[src/rtl/sdram_arbiter.sv]
// sdram_arbiter
// -----------------------------------------------------------------------------
// Shares one SDRAM controller port among NUM_REQ masters that all use the
// controller's read/write/address/finished handshake. One transaction is in
// flight at a time: the winner's op, address and write data are latched at
// grant and held until the controller reports completion. Completion goes
// back only to the granted master, as a one-cycle finished pulse plus read
// data.
//
// Configuration macro:
//   SDRAM_ARB_RR_EN  defined   -> round-robin arbitration, search starts at
//                                 (last granted + 1) mod NUM_REQ
//                    undefined -> fixed priority, lowest index wins
//
// Ports:
//   i_clk            clock, all logic on rising edge
//   i_rst            synchronous reset, active low
//   req_read[i]      read request from master i
//   req_write[i]     write request from master i (wins over read)
//   req_addr[i]      word address from master i
//   req_writedata[i] write data from master i
//   req_readdata[i]  last read data returned to master i
//   req_finished[i]  one-cycle completion pulse to master i
//   sdram_read       read command to controller
//   sdram_write      write command to controller
//   sdram_addr       address to controller
//   sdram_writedata  write data to controller
//   sdram_readdata   read data from controller
//   sdram_finished   controller completion, valid while the command is held
//   arb_busy         high while a transaction is in BUSY or DONE
//   arb_grant        index of current / last granted master
// -----------------------------------------------------------------------------
module sdram_arbiter #(
    parameter int NUM_REQ = 3,
    parameter int ADDR_W  = 23,
    parameter int DATA_W  = 32
) (
    input  logic                       i_clk,
    input  logic                       i_rst,
    input  logic                       req_read      [NUM_REQ-1:0],
    input  logic                       req_write     [NUM_REQ-1:0],
    input  logic [ADDR_W-1:0]          req_addr      [NUM_REQ-1:0],
    input  logic [DATA_W-1:0]          req_writedata [NUM_REQ-1:0],
    output logic [DATA_W-1:0]          req_readdata  [NUM_REQ-1:0],
    output logic                       req_finished  [NUM_REQ-1:0],
    output logic                       sdram_read,
    output logic                       sdram_write,
    output logic [ADDR_W-1:0]          sdram_addr,
    output logic [DATA_W-1:0]          sdram_writedata,
    input  logic [DATA_W-1:0]          sdram_readdata,
    input  logic                       sdram_finished,
    output logic                       arb_busy,
    output logic [$clog2(NUM_REQ)-1:0] arb_grant
);

    localparam int GRANT_W = $clog2(NUM_REQ);

    typedef enum logic [1:0] {
        ST_IDLE = 2'd0,
        ST_BUSY = 2'd1,
        ST_DONE = 2'd2
    } state_t;

    state_t               r_state;
    logic                 r_is_write;   // latched op of the transaction in flight
    logic [NUM_REQ-1:0]   w_req;
    logic                 w_any;
    logic [GRANT_W-1:0]   w_winner;

`ifdef SDRAM_ARB_RR_EN
    logic [GRANT_W-1:0]   r_rr_ptr;     // last granted master

    function automatic logic [GRANT_W-1:0] wrap_idx(input int base, input int off);
        return GRANT_W'((base + off) % NUM_REQ);
    endfunction
`endif

    // Winner selection. Only consulted in IDLE; BUSY/DONE ignore requests.
    always_comb begin
        // NOTE: every combinational output gets a default first so no path
        // leaves it unassigned, which would otherwise infer a latch.
        w_req    = '0;
        w_any    = 1'b0;
        w_winner = '0;
        for (int k = 0; k < NUM_REQ; k++) begin
            w_req[k] = req_read[k] | req_write[k];
        end
`ifdef SDRAM_ARB_RR_EN
        // First requester found scanning upward from the one after r_rr_ptr.
        for (int k = 1; k <= NUM_REQ; k++) begin
            if (!w_any && w_req[wrap_idx(int'(r_rr_ptr), k)]) begin
                w_any    = 1'b1;
                w_winner = wrap_idx(int'(r_rr_ptr), k);
            end
        end
`else
        // Scan from the top so the lowest requesting index is written last.
        for (int k = NUM_REQ - 1; k >= 0; k--) begin
            if (w_req[k]) begin
                w_any    = 1'b1;
                w_winner = GRANT_W'(k);
            end
        end
`endif
    end

    // NOTE: all state below is assigned with non-blocking (<=) so every
    // register samples pre-edge values, independent of statement order.
    always_ff @(posedge i_clk) begin
        if (!i_rst) begin
            r_state         <= ST_IDLE;
            r_is_write      <= 1'b0;
            sdram_read      <= 1'b0;
            sdram_write     <= 1'b0;
            sdram_addr      <= '0;
            sdram_writedata <= '0;
            arb_busy        <= 1'b0;
            arb_grant       <= '0;
            // NOTE: the read-data return registers are a small register
            // file, not RAM, so they take a reset like any other flop and
            // masters see defined data before their first read completes.
            for (int i = 0; i < NUM_REQ; i++) begin
                req_readdata[i] <= '0;
                req_finished[i] <= 1'b0;
            end
`ifdef SDRAM_ARB_RR_EN
            r_rr_ptr        <= GRANT_W'(NUM_REQ - 1);
`endif
        end else begin
            case (r_state)
                ST_IDLE: begin
                    if (w_any) begin
                        arb_grant       <= w_winner;
                        r_is_write      <= req_write[w_winner];
                        sdram_write     <= req_write[w_winner];
                        sdram_read      <= ~req_write[w_winner];
                        sdram_addr      <= req_addr[w_winner];
                        sdram_writedata <= req_writedata[w_winner];
                        arb_busy        <= 1'b1;
                        r_state         <= ST_BUSY;
`ifdef SDRAM_ARB_RR_EN
                        r_rr_ptr        <= w_winner;
`endif
                    end
                end

                ST_BUSY: begin
                    // Command and latched address/data are held until the
                    // controller completes; master inputs are not looked at.
                    if (sdram_finished) begin
                        sdram_read  <= 1'b0;
                        sdram_write <= 1'b0;
                        if (!r_is_write) begin
                            req_readdata[arb_grant] <= sdram_readdata;
                        end
                        req_finished[arb_grant] <= 1'b1;
                        r_state                 <= ST_DONE;
                    end
                end

                ST_DONE: begin
                    for (int i = 0; i < NUM_REQ; i++) begin
                        req_finished[i] <= 1'b0;
                    end
                    arb_busy <= 1'b0;
                    r_state  <= ST_IDLE;
                end

                default: begin
                    r_state <= ST_IDLE;
                end
            endcase
        end
    end

endmodule

[config.mk]
export PLATFORM = sky130hd
export DESIGN_NAME = sdram_arbiter
export DESIGN_NICKNAME = d
export VERILOG_FILES = /design/src/rtl/sdram_arbiter.sv
export SDC_FILE = /design/constraint.sdc
export NUM_CORES = 1
export LEC_CHECK = 0
export BUFFER_PORTS_ARGS = -buffer_cell sky130_fd_sc_hd__buf_2
export CORE_AREA = 2 2 141 143
export CTS_CLUSTER_SIZE = 28
export DETAILED_ROUTE_END_ITERATION = 6
export DIE_AREA = 0 0 143 145
export PLACE_DENSITY = 0.74
export SYNTH_ARGS = -nofsm -noshare
export SYNTH_HDL_FRONTEND = slang
export SYNTH_SLANG_ARGS = --single-unit
[constraint.sdc]
create_clock -name i_clk -period 1.75 [get_ports i_clk]
set_input_delay 0.2625 -clock i_clk [delete_from_list [all_inputs] [get_ports i_clk]]
set_output_delay 0.2625 -clock i_clk [all_outputs]
set_load 0.05 [all_outputs]
==> out/metrics.csv <==
stage;metric;value;unit
sta;rsz0062_at_grt;no;
logic_synthesis;synth.largest_area_cell;dfxtp_1;
worst_setup_path;cp-start-kind;flip-flop;
logic_synthesis;synth_edf_count;0;
sta;max_slew.worst_pin.slew;0.776;ns
logic_synthesis;syn_area;6670;um^2
cts;numCtsBuffers;17;
worst_setup_path;reg2reg_depth;4;
logic_synthesis;ys_top_cells_by_area;dfxtp_1 (49%), nand2_1 (11%), a21oi_1 (7.7%), o2bb2ai_1 (7.2%), a211oi_1 (6.3%);
cells_and_area;fillers;1863;
logic_synthesis;synth_top_cell_area_share;48.7;%
global_routing;grt_start_max_net_pins;62;
global_routing;grtUsageTotal;21.9;%
logic_synthesis;yosysWarnings;0;
sta;finalHoldViolCount;0;
cells_and_area;multi_input_area;3110;um^2
sta;slew_violations;0;
worst_setup_path;critPathBufInv;1;
floorplan;start_util;34.7;%
run_status;status;finished clean;
worst_setup_path;cp.required;1.49;ns
logic_synthesis;synth_nets;1004;
worst_setup_path;crit_type;flip-flop to output port;
logic_synthesis;postSynthAreaPerCell;8.35;um^2
run;cap_violations;0;
logic_synthesis;seq_area_frac_synth;48.7;%
detailed_routing;wl;23.6;mm
cts;clk_latency;0.43;ns
cells_and_area;drive_above_1_share;38.2;%
cells_and_area;stdcell_area;9480;um^2
global_routing;overflow;0;
cts;cts_sinks;162;
power_and_ir_drop;share_comb_of_total_power;18.2;%
detailed_routing;dr.pass1.iters;5;
power_and_ir_drop;p_per_area;1010;nW/um^2
worst_setup_path;crit_chain;buf_2;
global_routing;grt_pass1_wl;36.0;mm
worst_setup_path;critPathSlowestCell;dfxtp_1;
placed_design;dp_hpwl;17.3;mm
floorplan;coreArea;19200;um^2
logic_synthesis;synth_cell_types;36;
detailed_routing;ant_nets;0;
cells_and_area;nets;1346;
logic_synthesis;synth.ff_latch_count;162;
logic_synthesis;ys_async_sr_fraction;0;%
placed_design;placed_cell_area;8850;um^2
cts;postCtsHoldBufs;0;
sta;post-route-min-period;1.61;ns
worst_setup_path;arrival;1.34;ns
cts;clk_pin_slew;0.08;ns
detailed_routing;post_drt_wl_per_cell;16.6;um
detailed_routing;drc;0;
cells_and_area;seq_area;3240;um^2
cts;clock_path_buffers;2;
placed_design;port_buffers;364;
logic_synthesis;synth_common_cells;nand2_1 (199), dfxtp_1 (162), a21oi_1 (102), a211oi_1 (56);
cts;cts_tree;yes;
floorplan;io_pins;365;
global_routing;antenna_found_initial;2;
logic_synthesis;syn_inst;798;
cells_and_area;area_delta_synth_final;42.2;%
cts;cts.root.buffer_cell;clkbuf_16;
sta;setup_viol;0;
worst_hold_path;hold_path.class;input port to flip-flop;
sta;timing.slew.headroom;48.0;%
worst_setup_path;cp_num_cells;1;
power_and_ir_drop;ir_worst_vdd;0.614;mV
sta;fin_ws;0.143;ns
power_and_ir_drop;seqPwrFrac;41.4;%
worst_setup_path;critical-path-top-delay-family;flip-flops;
worst_hold_path;hold_depth;3;
floorplan;fp.dieH;145;um
power_and_ir_drop;p_int;6.39;mW
power_and_ir_drop;clkPwrFrac;40.4;%
sta;skew;0.0135;ns
cts;htreeDepth;4;
placed_design;place_ws;-0.0290;ns
logic_synthesis;ys.flop_type;dfxtp_1;
sta;max_freq;0.622;GHz
detailed_routing;num_vias;7226;
detailed_routing;viasPerCell;5.09;
global_routing;grt_pass1_vias;6688;
sta;timing.final.crit_share;91.8;%
worst_setup_path;path_max_fanout;9;
worst_setup_path;cpPeakStageDelay;0.55;ns
floorplan;die_w;143;um
placed_design;gp_congestion;0.908;
floorplan;die_area;20700;um^2
power_and_ir_drop;switching_share;33.4;%
logic_synthesis;yosysMostFrequentCell;nand2_1;
floorplan;num_rows;51;
power_and_ir_drop;p_switching;3.20;mW
worst_setup_path;end_kind;output port;
detailed_routing;drtIter0Drc;401;
power_and_ir_drop;leakagePower;4.31;nW
-- path summary, 6_finish.rpt --
| path | from | end | slack [ns] |
|---|---|---|---|
| worst max-delay path | arb_grant[1] | arb_grant[1] | 0.14 |
| worst min-delay path | sdram_readdata[1] | req_readdata[33] | 0.09 |
| worst max register to register | r_state[1] | sdram_read | 0.15 |
| worst min register to register | req_readdata[49] | req_readdata[49] | 0.45 |
-- layout make-up --
class / count / area share [%]
clock buffers: 17 / 4.49
clock inverters: 15 / 2.10
multi-input cells: 562 / 32.8
flip-flops and latches: 162 / 34.2
diodes: 1 / 0.0264
repair buffers: 394 / 22.8
inverters: 3 / 0.119
well taps: 265 / 3.50
-- kinds of logic after synthesis --
kind of cell | count (synthesis) | synth area share (%)
flops | 162 | 48.7
simple gates | 282 | 19.3
buf+inv | 74 | 5.20
compound gates | 280 | 26.8
-- metal layers --
metal  routed length, um  part of all wire [%]  up-vias  track usage [%]
li1                    -                     -     3513                -
met1                9670                    41     3347             26.9
met2               11500                    49      329             36.4
met3                1710                   7.2       37             5.97
met4                 702                   3.0        0             8.27
met5                   0                     0        -                0
-- metrics by stage --
stage,cells,setup TNS [ns],hold WS (ns),power (mW),utilization (%)
floorplan,798,0,0.380,5.16,-
global placement,1386,-0.0240,0.438,5.79,46.1
detailed placement,1386,-0.0514,0.442,5.80,46.1
CTS,1418,0,0.0617,9.69,49.3
global route,1419,0,0.0668,9.98,49.3
finish,1419,0,0.0857,9.59,49.3
-- power groups by stage --
stage / clock network [mW] / logic (mW) / registers [mW]
floorplan: 0 / 0.506 / 4.65
global placement: 0 / 1.73 / 4.05
detailed placement: 0 / 1.75 / 4.05
CTS: 3.97 / 1.75 / 3.97
global route: 4.13 / 1.86 / 3.99
finish: 3.87 / 1.75 / 3.97
-- cells in the final DEF (no fill, tap or decap), drive strengths merged, types with 2 or more instances in the layout --
cell     count
or2          2
dfxtp      162
nor2         9
a21oi      103
o21ai       59
o2bb2ai     55
o21bai       2
nand2b       2
nand2      199
a211oi      57
and3b        2
and3        55
nor3b        3
clkinv       6
inv         12
clkbuf      17
buf        394
nand3b       4
-- registers in the layout, indices dropped and copies added, names as in the netlist --
register and flops:
arb_grant 2, sdram_addr 23, sdram_writedata 32, arb_busy 1, r_state 2, req_finished 3, r_is_write 1, sdram_read 1
sdram_write 1, req_readdata 96
-- repair_timing --
action,4_1_cts,5_1_grt
setup buffers,0,0
setup endpoints to repair,2,0
resized for setup,1,0
No activity file was read; power rests on OpenSTA's default activity.
